==> src/rtl/min_uint32_serial.sv <==
// Bit-serial unsigned minimum of two WIDTH-bit operands, MSB first, with valid/ready handshakes.
// Define MIN_UINT32_SERIAL_EARLY_EXIT_EN to leave CMP as soon as the first differing bit decides.
module min_uint32_serial #(
    parameter int WIDTH = 32
) (
    input  logic             clk,
    input  logic             rst,
    input  logic             in_valid,
    output logic             in_ready,
    input  logic [WIDTH-1:0] A,
    input  logic [WIDTH-1:0] B,
    output logic             out_valid,
    input  logic             out_ready,
    output logic [WIDTH-1:0] Y,
    output logic             sel
);

    localparam int CW = $clog2(WIDTH);
    localparam logic [CW-1:0] TOP_BIT = CW'(WIDTH - 1);

`ifdef MIN_UINT32_SERIAL_EARLY_EXIT_EN
    localparam bit EARLY_EXIT = 1'b1;
`else
    localparam bit EARLY_EXIT = 1'b0;
`endif

    typedef enum logic [1:0] {
        IDLE,
        CMP,
        DONE
    } state_t;

    state_t state;
    state_t state_next;

    logic [WIDTH-1:0] a_reg;
    logic [WIDTH-1:0] b_reg;
    logic [CW-1:0]    cnt;
    logic             decided;
    logic             sel_acc;

    logic a_bit;
    logic b_bit;
    logic diff_now;
    logic sel_now;
    logic cmp_last;

    assign a_bit = a_reg[cnt];
    assign b_bit = b_reg[cnt];

    // Only the first differing bit pair may set the decision; sel_now folds in this cycle's bit.
    always_comb begin
        diff_now = 1'b0;
        sel_now  = sel_acc;
        cmp_last = 1'b0;
        diff_now = !decided && (a_bit != b_bit);
        if (diff_now) begin
            sel_now = ~b_bit;
        end
        cmp_last = (cnt == '0) || (EARLY_EXIT && diff_now);
    end

    always_ff @(posedge clk) begin
        if (rst) begin
            state <= IDLE;
        end else begin
            state <= state_next;
        end
    end

    always_comb begin
        state_next = state;
        in_ready   = 1'b0;
        out_valid  = 1'b0;
        case (state)
            IDLE: begin
                in_ready = 1'b1;
                if (in_valid) begin
                    state_next = CMP;
                end
            end
            CMP: begin
                if (cmp_last) begin
                    state_next = DONE;
                end
            end
            DONE: begin
                out_valid = 1'b1;
                if (out_ready) begin
                    state_next = IDLE;
                end
            end
            default: state_next = IDLE;
        endcase
    end

    // Y and sel only change when CMP finishes, so they keep the previous result meanwhile.
    always_ff @(posedge clk) begin
        if (rst) begin
            a_reg   <= '0;
            b_reg   <= '0;
            cnt     <= '0;
            decided <= 1'b0;
            sel_acc <= 1'b0;
            Y       <= '0;
            sel     <= 1'b0;
        end else begin
            case (state)
                IDLE: begin
                    if (in_valid) begin
                        a_reg   <= A;
                        b_reg   <= B;
                        cnt     <= TOP_BIT;
                        decided <= 1'b0;
                        sel_acc <= 1'b0;
                    end
                end
                CMP: begin
                    if (diff_now) begin
                        decided <= 1'b1;
                        sel_acc <= ~b_bit;
                    end
                    if (cnt != '0) begin
                        cnt <= cnt - 1'b1;
                    end
                    if (cmp_last) begin
                        sel <= sel_now;
                        Y   <= sel_now ? b_reg : a_reg;
                    end
                end
                default: begin
                end
            endcase
        end
    end

endmodule

==> config.mk <==
export PLATFORM = sky130hd
export DESIGN_NAME = min_uint32_serial
export DESIGN_NICKNAME = d
export VERILOG_FILES = /design/src/rtl/min_uint32_serial.sv
export SDC_FILE = /design/constraint.sdc
export NUM_CORES = 1
export LEC_CHECK = 0
export ABC_AREA = 1
export CORE_ASPECT_RATIO = 0.8
export CORE_MARGIN = 2
export CORE_UTILIZATION = 36
export DETAILED_ROUTE_END_ITERATION = 12
export MAX_ROUTING_LAYER = met4
export PLACE_DENSITY = 0.66
export SETUP_SLACK_MARGIN = 0.1
export SKIP_CTS_REPAIR_TIMING = 1
export SYNTH_ARGS = -nofsm -noshare
export SYNTH_HDL_FRONTEND = slang
export SYNTH_SLANG_ARGS = --single-unit
==> constraint.sdc <==
create_clock -name clk -period 1.8 [get_ports clk]
set_input_delay 0.54 -clock clk [delete_from_list [all_inputs] [get_ports clk]]
set_output_delay 0.54 -clock clk [all_outputs]
set_load 0.1 [all_outputs]
==> results of run 1 <==
[metrics by stage]
stage	total power [mW]	TNS, ns	cells
after floorplan	4.350	0	784
after global placement	5.194	-6.715	1053
after detailed placement	5.216	-9.232	1053
after CTS	7.215	-10.40	1069
after global routing	7.944	-13.74	1083
final	7.602	-9.189	1083
[worst min-delay path: cells and delay by family, from the launching register on]
family	cells	cell delay (ns)
AO/OA/AOI/OAI	1	0.05
flip-flops	1	0.32
AND/OR/NAND/NOR	1	0.06
[placed cells by master, fill, tap and decap left out, drive strengths merged]
master         netlist  routed
inv                 47      49
buf                 33      86
clkinv               1       5
nand3              154     154
a21oi               72      72
clkbuf              23      14
bufinv               0       1
o21ai                3       3
a211oi               2       2
clkinvlp             0       2
dfxtp              106     106
nand2              263     263
nand4                2       2
nor2                76      76
a311oi               1       1
ha                   1       1
clkdlybuf4s50        0      66
[cell type report]
type	instances	area [um^2]	area share [%]
clock buffer	9	225.2	2.919
clock inverter	7	78.83	1.022
inverter	48	195.2	2.530
multi-input combinational	574	2796	36.25
sequential	106	2127	27.57
tap	180	225.2	2.919
timing repair buffer	157	2044	26.50
timing repair inverter	2	22.52	0.2919
[layer usage]
metal | part of all wire [%] | vias up | global-route usage, %
li1 | - | 2759 | -
met1 | 48 | 2514 | 28.95
met2 | 44 | 203 | 29.10
met3 | 6.9 | 17 | 3.749
met4 | 0.97 | 0 | 5.891
met5 | 0 | - | -
[where the power goes]
| part | leakage [nW] | switching (mW) | internal (mW) |
|---|---|---|---|
| registers | 0.869 | 0.197 | 2.53 |
| logic | 2.20 | 1.71 | 1.15 |
| clock network | 0.144 | 0.924 | 1.09 |
| total | 3.21 | 2.83 | 4.77 |
[kinds of logic (layout without fill, tap and decap cells)]
logic type | Yosys count | count (layout) | synth area share (%)
AND/OR/NAND/NOR | 495 | 495 | 40.59
flip-flops | 106 | 106 | 41.70
buffers and inverters | 104 | 223 | 9.614
AO/OA/AOI/OAI | 78 | 78 | 7.844
adder cells (fa/ha/maj) | 1 | 1 | 0.2458
[path summary, 6_finish.rpt]
check,from,endpoint,slack (ns),cells past startpoint
hold reg to reg,b_reg[3],b_reg[3],0.49,2
setup / recovery,cnt[0],Y[2],-0.30,17
setup reg to reg,cnt[0],Y[2],-0.30,17
hold / removal,b_reg[3],b_reg[3],0.49,2
==> report_table.html, run 1 <==
<table>
<tr><th>Metric</th><th>Value</th></tr>
<tr><th colspan="2">Timing</th></tr>
<tr><td>Total of endpoints with negative setup slack in the final report</td><td>34</td></tr>
<tr><td>Crit path time final</td><td>2.098 ns</td></tr>
<tr><td>Ratio of final minimum period to clock period</td><td>116.5%</td></tr>
<tr><td>Clock tree skew after final layout</td><td>0.01090 ns</td></tr>
<tr><td>Final critical-path setup slack</td><td>-0.2975 ns</td></tr>
<tr><td>Transition time at the pin with the least slew margin</td><td>0.3636 ns</td></tr>
<tr><td>Unrepaired setup endpoints after global routing</td><td>true</td></tr>
<tr><td>Top achievable clock speed</td><td>476.8 MHz</td></tr>
<tr><td>Final Max Slew Viols</td><td>0</td></tr>
<tr><td>Worst hold slack</td><td>0.4873 ns</td></tr>
<tr><td>Relative slew slack</td><td>75.76%</td></tr>
<tr><td>Number of failing hold endpoints at the final stage</td><td>0</td></tr>
<tr><th colspan="2">Logic synthesis</th></tr>
<tr><td>Number of flops mapped to enable cells by yosys</td><td>0</td></tr>
<tr><td>Ys async rst share</td><td>0%</td></tr>
<tr><td>Most common flop cell mapped by yosys</td><td>sky130_fd_sc_hd__dfxtp_1</td></tr>
<tr><td>Average cell area after synthesis</td><td>6.491 um^2</td></tr>
<tr><td>Most instantiated cells after synthesis</td><td>sky130_fd_sc_hd__nand2_1 (261), sky130_fd_sc_hd__nand3_1 (153), sky130_fd_sc_hd__dfxtp_1 (106)</td></tr>
<tr><td>Post-synth design cell area</td><td>5089 um^2</td></tr>
<tr><td>Flop and latch count out of synthesis</td><td>106</td></tr>
<tr><td>Top post-synthesis cells by area</td><td>sky130_fd_sc_hd__dfxtp_1 (42%), sky130_fd_sc_hd__nand2_1 (19%), sky130_fd_sc_hd__nand3_1 (15%)</td></tr>
<tr><td>Synth unique cells</td><td>22</td></tr>
<tr><td>Most common cell in the netlist</td><td>sky130_fd_sc_hd__nand2_1</td></tr>
<tr><td>Sequential cell area fraction in the yosys report</td><td>41.70%</td></tr>
<tr><td>Top cell type by total area after synthesis</td><td>sky130_fd_sc_hd__dfxtp_1</td></tr>
<tr><td>Syn Inst Count</td><td>784</td></tr>
<tr><td>Post-synth top area share</td><td>41.70%</td></tr>
<tr><td>Yosys warning count</td><td>0</td></tr>
<tr><td>Synthesized net count</td><td>853</td></tr>
<tr><th colspan="2">Cells and area</th></tr>
<tr><td>Layout fillers</td><td>1289</td></tr>
<tr><td>Final core occ</td><td>56.34%</td></tr>
<tr><td>Nets</td><td>967</td></tr>
<tr><td>Inserted Diodes</td><td>0</td></tr>
<tr><td>Relative area change from synthesis to final layout</td><td>51.61%</td></tr>
<tr><td>Final std cell area, no fill</td><td>7715 um^2</td></tr>
<tr><td>Fraction of final layout cells sized beyond drive strength 1</td><td>20.82%</td></tr>
<tr><th colspan="2">Worst setup path</th></tr>
<tr><td>Start-to-end type of the worst setup path</td><td>flip-flop to flip-flop</td></tr>
<tr><td>CP top delay family</td><td>simple AND/OR/NAND/NOR gates</td></tr>
<tr><td>Element type at the critical path start</td><td>flip-flop</td></tr>
<tr><td>Crit path cell chain</td><td>buf_12 -&gt; clkbuf_16 -&gt; nand2_1 -&gt; nand3_1 -&gt; nand3_1 -&gt; nand2_1 -&gt; nand2_1 -&gt; nand3_1 -&gt; nand2_1 -&gt; nand2_2 -&gt; nand3_4 -&gt; nand2_8 -&gt; buf_12 -&gt; nand3_1 -&gt; nand3_1 -&gt; nand2_1 -&gt; inv_1</td></tr>
<tr><td>Critical path data arrival time</td><td>2.35 ns</td></tr>
<tr><td>Largest driver fanout on the critical path</td><td>8</td></tr>
<tr><td>Buffers and inverters on the worst path</td><td>4</td></tr>
<tr><td>Required time reported for the critical path endpoint</td><td>2.05 ns</td></tr>
<tr><td>Type of element capturing the critical path</td><td>flip-flop</td></tr>
<tr><td>Delay of the slowest critical-path stage</td><td>0.38 ns</td></tr>
<tr><td>Critical-path cell with the highest stage delay</td><td>sky130_fd_sc_hd__dfxtp_4</td></tr>
<tr><th colspan="2">Floorplan</th></tr>
<tr><td>Width of the die</td><td>136.9 um</td></tr>
<tr><td>Die Area</td><td>15110 um^2</td></tr>
<tr><td>Area of the core</td><td>13690 um^2</td></tr>
<tr><td>I/O pins</td><td>103</td></tr>
<tr><td>Die extent in y</td><td>110.3 um</td></tr>
<tr><td>Initial cell density of the core</td><td>37.16%</td></tr>
<tr><td>FP Rows</td><td>38</td></tr>
<tr><th colspan="2">CTS</th></tr>
<tr><td>Worst-Skew Late Latency</td><td>0.35 ns</td></tr>
<tr><td>Clock tree from TritonCTS</td><td>done</td></tr>
<tr><td>Total CTS buffers</td><td>9</td></tr>
<tr><td>Clock sink count</td><td>106</td></tr>
<tr><td>Cell at the root of the clock tree</td><td>sky130_fd_sc_hd__clkbuf_16</td></tr>
<tr><td>H-tree lvl count</td><td>3</td></tr>
<tr><td>Post-CTS clock slew at the launch and capture registers of the worst setup and hold paths</td><td>0.07 ns</td></tr>
<tr><td>Maximum clock insertion buffer count</td><td>2</td></tr>
<tr><th colspan="2">Place</th></tr>
<tr><td>IO buf count</td><td>102</td></tr>
<tr><td>Post-placement worst setup slack</td><td>-0.3049 ns</td></tr>
<tr><td>Cell area reported after detailed placement</td><td>6859 um^2</td></tr>
<tr><td>Final HPWL from detailed placement</td><td>10360 um</td></tr>
<tr><td>Routability congestion estimate</td><td>0.8513</td></tr>
<tr><th colspan="2">Route</th></tr>
<tr><td>Vias per cell</td><td>5.072</td></tr>
<tr><td>Number of iterations in the first detailed-routing pass</td><td>5</td></tr>
<tr><td>Routed len/inst</td><td>14.48 um</td></tr>
<tr><td>Vias post-DR</td><td>5493</td></tr>
<tr><td>Number of routed nets with antenna violations</td><td>0</td></tr>
<tr><td>Number of remaining DRC errors</td><td>0</td></tr>
<tr><td>DR iter-0 viols</td><td>496</td></tr>
<tr><td>Routed wire length</td><td>15680 um</td></tr>
<tr><th colspan="2">GRT</th></tr>
<tr><td>Overflow left after global routing</td><td>0</td></tr>
<tr><td>Via count of the first global-routing pass</td><td>4917</td></tr>
<tr><td>All-layer global routing usage</td><td>20.27%</td></tr>
<tr><td>Largest net degree at the start of global routing</td><td>41</td></tr>
<tr><td>Wire length of the first global-routing pass</td><td>23630 um</td></tr>
<tr><td>Number of antenna violations at the first check in global routing</td><td>0</td></tr>
<tr><th colspan="2">Pwr</th></tr>
<tr><td>Leak Pwr</td><td>3.211 nW</td></tr>
<tr><td>Worst IR drop on VDD</td><td>0.0005833 V</td></tr>
<tr><td>Power density relative to cell area</td><td>985.4 nW/um^2</td></tr>
<tr><th colspan="2">Outcome</th></tr>
<tr><td>Status</td><td>finished, violations left</td></tr>
<tr><td>Violated checks</td><td>negative setup slack</td></tr>
<tr><th colspan="2">Worst hold path</th></tr>
<tr><td>Kind of path behind the tightest hold check</td><td>flip-flop to flip-flop</td></tr>
<tr><th colspan="2">Job</th></tr>
<tr><td>Max-cap violations</td><td>0</td></tr>
</table>
No activity file was read; power rests on OpenSTA's default activity.
==> inputs of run 2 (changes only) <==
--- a/config.mk
+++ b/config.mk
@@ -12,7 +12,6 @@
 export DETAILED_ROUTE_END_ITERATION = 12
 export MAX_ROUTING_LAYER = met4
 export PLACE_DENSITY = 0.66
-export SETUP_SLACK_MARGIN = 0.1
 export SKIP_CTS_REPAIR_TIMING = 1
 export SYNTH_ARGS = -nofsm -noshare
 export SYNTH_HDL_FRONTEND = slang
==> constraint.sdc (replaced) <==
create_clock -name clk -period 1.9 [get_ports clk]
set_input_delay 0.57 -clock clk [delete_from_list [all_inputs] [get_ports clk]]
set_output_delay 0.57 -clock clk [all_outputs]
set_load 0.1 [all_outputs]
==> run 2 against run 1 <==
  * The run still ends with negative setup slack left
  * Sequential power shrank 5%
  * First-iteration DRC count shrank 9.1%
  * Core utilization shrank 2.0 points
  * Power shrank 5.1%
  * Via count shrank 0.67%
  * Sequential share of layout area grew 0.97 points
  * Wire length grew 3.0%
  * Design area shrank 3.5%
  * Critical path depth is the same
  * Combinational power shrank 10%
  * Clock skew shrank 0.0054 ns
  * Final cell count shrank 0.28%
  * Critical path type unchanged
==> report_table.html, run 2 (synthesized netlist as in run 1, its figures left out) <==
<table>
<tr><th>Metric</th><th>Value</th></tr>
<tr><th colspan="2">Job</th></tr>
<tr><td>Max-cap violations</td><td>0 (unchanged)</td></tr>
<tr><th colspan="2">Cells and area</th></tr>
<tr><td>Nets</td><td>964 (-0.31%)</td></tr>
<tr><td>Fraction of final layout cells sized beyond drive strength 1</td><td>14.44% (-6.4 points)</td></tr>
<tr><td>Final std cell area, no fill</td><td>7447 um^2 (-3.5%)</td></tr>
<tr><td>Most frequent cells in the layout</td><td>sky130_fd_sc_hd__nand2_1 (251), sky130_fd_sc_hd__nand3_1 (150), sky130_fd_sc_hd__dfxtp_1 (105), sky130_fd_sc_hd__nor2_1 (73), sky130_fd_sc_hd__a21oi_1 (72)</td></tr>
<tr><td>Inserted Diodes</td><td>0 (unchanged)</td></tr>
<tr><td>Final Non-Filler Cells</td><td>1080 (-0.28%)</td></tr>
<tr><td>Relative area change from synthesis to final layout</td><td>46.35%</td></tr>
<tr><td>Leading cell type in the layout, fill and taps excluded</td><td>sky130_fd_sc_hd__nand2_1</td></tr>
<tr><th colspan="2">CTS</th></tr>
<tr><td>Maximum clock insertion buffer count</td><td>2 (unchanged)</td></tr>
<tr><td>Cell at the root of the clock tree</td><td>sky130_fd_sc_hd__clkbuf_16</td></tr>
<tr><td>Clock tree from TritonCTS</td><td>done</td></tr>
<tr><td>Clock sink count</td><td>106 (unchanged)</td></tr>
<tr><td>H-tree lvl count</td><td>3 (unchanged)</td></tr>
<tr><td>Worst-Skew Late Latency</td><td>0.35 ns (about the same)</td></tr>
<tr><td>Total CTS buffers</td><td>9 (unchanged)</td></tr>
<tr><td>Post-CTS clock slew at the launch and capture registers of the worst setup and hold paths</td><td>0.07 ns (about the same)</td></tr>
<tr><th colspan="2">Worst setup path</th></tr>
<tr><td>Largest driver fanout on the critical path</td><td>17 (+9)</td></tr>
<tr><td>Delay of the slowest critical-path stage</td><td>0.49 ns (+0.11 ns)</td></tr>
<tr><td>Element type at the critical path start</td><td>flip-flop</td></tr>
<tr><td>Critical path data arrival time</td><td>2.44 ns (+0.09 ns)</td></tr>
<tr><td>Required time reported for the critical path endpoint</td><td>2.16 ns (+0.11 ns)</td></tr>
<tr><td>Start-to-end type of the worst setup path</td><td>flip-flop to flip-flop</td></tr>
<tr><td>Worst R2R Setup Slack</td><td>-0.28 ns (+0.02 ns)</td></tr>
<tr><td>Dominant cell type by count on the critical path</td><td>sky130_fd_sc_hd__nand3_1</td></tr>
<tr><td>CP top delay family</td><td>simple AND/OR/NAND/NOR gates</td></tr>
<tr><td>Critical-path cell with the highest stage delay</td><td>sky130_fd_sc_hd__dfxtp_4</td></tr>
<tr><td>Buffers and inverters on the worst path</td><td>4 (unchanged)</td></tr>
<tr><td>Type of element capturing the critical path</td><td>flip-flop</td></tr>
<tr><td>Crit path cell chain</td><td>buf_12 -&gt; inv_8 -&gt; nand2_1 -&gt; nand3_1 -&gt; nand3_1 -&gt; nand2_1 -&gt; nand2_1 -&gt; nand3_1 -&gt; nand2_2 -&gt; nand2_2 -&gt; nand3_4 -&gt; nand2_8 -&gt; clkbuf_16 -&gt; nand3_1 -&gt; nand3_1 -&gt; nand2_1 -&gt; inv_1</td></tr>
<tr><th colspan="2">Route</th></tr>
<tr><td>Number of routed nets with antenna violations</td><td>0 (unchanged)</td></tr>
<tr><td>Vias post-DR</td><td>5456 (-0.67%)</td></tr>
<tr><td>Number of iterations in the first detailed-routing pass</td><td>5 (unchanged)</td></tr>
<tr><td>Number of remaining DRC errors</td><td>0 (unchanged)</td></tr>
<tr><td>Routed wire length</td><td>16140 um (+3.0%)</td></tr>
<tr><td>Routed len/inst</td><td>14.95 um (+3.3%)</td></tr>
<tr><td>Vias per cell</td><td>5.052 (-0.40%)</td></tr>
<tr><td>DR iter-0 viols</td><td>451 (-9.1%)</td></tr>
<tr><th colspan="2">Place</th></tr>
<tr><td>Cell area reported after detailed placement</td><td>6879 um^2 (+0.29%)</td></tr>
<tr><td>Post-Place Cells</td><td>1057 (+0.38%)</td></tr>
<tr><td>Routability congestion estimate</td><td>0.9222 (+8.3%)</td></tr>
<tr><td>Post-placement worst setup slack</td><td>-0.1452 ns (+0.1597 ns)</td></tr>
<tr><td>IO buf count</td><td>102 (unchanged)</td></tr>
<tr><td>Final HPWL from detailed placement</td><td>10810 um (+4.3%)</td></tr>
<tr><th colspan="2">Timing</th></tr>
<tr><td>Final setup TNS</td><td>-7.948 ns (+1.241 ns)</td></tr>
<tr><td>Ratio of final minimum period to clock period</td><td>114.9% (-1.7 points)</td></tr>
<tr><td>Clock tree skew after final layout</td><td>0.005488 ns (-0.005409 ns)</td></tr>
<tr><td>Unrepaired setup endpoints after global routing</td><td>true</td></tr>
<tr><td>Crit path time final</td><td>2.182 ns (+0.08495 ns)</td></tr>
<tr><td>Transition time at the pin with the least slew margin</td><td>0.3232 ns (-0.04032 ns)</td></tr>
<tr><td>Final critical-path setup slack</td><td>-0.2825 ns (+0.01505 ns)</td></tr>
<tr><td>Total of endpoints with negative setup slack in the final report</td><td>37 (+8.8%)</td></tr>
<tr><td>Number of failing hold endpoints at the final stage</td><td>0 (unchanged)</td></tr>
<tr><td>Top achievable clock speed</td><td>458.2 MHz (-3.9%)</td></tr>
<tr><td>Final Max Slew Viols</td><td>0 (unchanged)</td></tr>
<tr><td>Relative slew slack</td><td>78.42% (+2.7 points)</td></tr>
<tr><th colspan="2">GRT</th></tr>
<tr><td>Overflow left after global routing</td><td>0 (unchanged)</td></tr>
<tr><td>All-layer global routing usage</td><td>21.28% (+1.0 points)</td></tr>
<tr><td>Wire length of the first global-routing pass</td><td>24460 um (+3.5%)</td></tr>
<tr><td>Largest net degree at the start of global routing</td><td>49 (+20%)</td></tr>
<tr><td>Via count of the first global-routing pass</td><td>4883 (-0.69%)</td></tr>
<tr><td>Number of antenna violations at the first check in global routing</td><td>0 (unchanged)</td></tr>
<tr><th colspan="2">Outcome</th></tr>
<tr><td>Status</td><td>finished, violations left</td></tr>
<tr><td>Violated checks</td><td>negative setup slack</td></tr>
<tr><th colspan="2">Floorplan</th></tr>
<tr><td>Initial cell density of the core</td><td>37.16% (unchanged)</td></tr>
<tr><td>Die Area</td><td>15110 um^2 (unchanged)</td></tr>
<tr><td>Die extent in y</td><td>110.3 um (unchanged)</td></tr>
<tr><td>I/O pins</td><td>103 (unchanged)</td></tr>
<tr><td>Width of the die</td><td>136.9 um (unchanged)</td></tr>
<tr><td>Area of the core</td><td>13690 um^2 (unchanged)</td></tr>
<tr><td>FP Rows</td><td>38 (unchanged)</td></tr>
<tr><th colspan="2">Pwr</th></tr>
<tr><td>Worst IR drop on VDD</td><td>0.0006455 V (+11%)</td></tr>
<tr><td>Leak Pwr</td><td>3.128 nW (-2.6%)</td></tr>
<tr><td>Power density relative to cell area</td><td>968.7 nW/um^2 (-1.7%)</td></tr>
<tr><th colspan="2">Worst hold path</th></tr>
<tr><td>Kind of path behind the tightest hold check</td><td>flip-flop to flip-flop</td></tr>
</table>
## run 2: changes by cell type in the layout (fill, tap and decap cells not counted), moves of 2 or more
cell	delta
sky130_fd_sc_hd__clkbuf_16	-2
sky130_fd_sc_hd__buf_4	-2
sky130_fd_sc_hd__inv_6	+4
sky130_fd_sc_hd__nand2_1	+20
sky130_fd_sc_hd__nand2_2	-20
sky130_fd_sc_hd__nand3_1	+33
sky130_fd_sc_hd__inv_8	-2
sky130_fd_sc_hd__nand3_2	-32
## run 2: area by class of cell
cell class / count / area, um^2
clock buffer: 9 / 225.2
clock inverter: 7 / 100.1
fill: 1322 / 6246
inverter: 48 / 198.9
multi-input combinational: 574 / 2561
sequential: 106 / 2126
tap: 180 / 225.2
timing repair buffer: 154 / 1991
timing repair inverter: 2 / 20.02
## run 2: final timing paths
kind,start,end,depth (start not counted)
max reg2reg,cnt[0],Y[8],17
min,decided,decided,2
max,cnt[0],Y[8],17
min reg2reg,decided,decided,2
## run 2: stage by stage
step / hold WS [ns] / total power, mW / utilization [%]
after floorplan: 0.4453 / 4.086 / -
after global placement: 0.4536 / 4.951 / 50.24
after detailed placement: 0.4606 / 4.960 / 50.24
after CTS: 0.4705 / 6.994 / 52.61
after global routing: 0.5063 / 7.525 / 54.39
final: 0.4736 / 7.214 / 54.39
## run 2: layer usage
metal  GRT usage [%]  vias to the layer above  part of all wire [%]
met2           29.64                      261                    41
met3           4.984                       24                   9.6
met1           31.36                     2440                    48
met4           3.829                        0                   1.2
li1                -                     2731                     -
met5               -                        -                     0
## run 2: tightest hold or removal path, delay by kind of cell, from the launching register on
kind / cells / cell delay (ns)
compound gates: 1 / 0.05
flops: 1 / 0.32
simple gates: 1 / 0.06
## run 2: where the power goes
group	internal [mW]	switching (mW)	leakage, nW	total [mW]
registers	2.40	0.199	0.868	2.60
clock network	1.17	0.875	0.161	2.04
logic	1.02	1.55	2.10	2.57
total	4.59	2.62	3.13	7.21
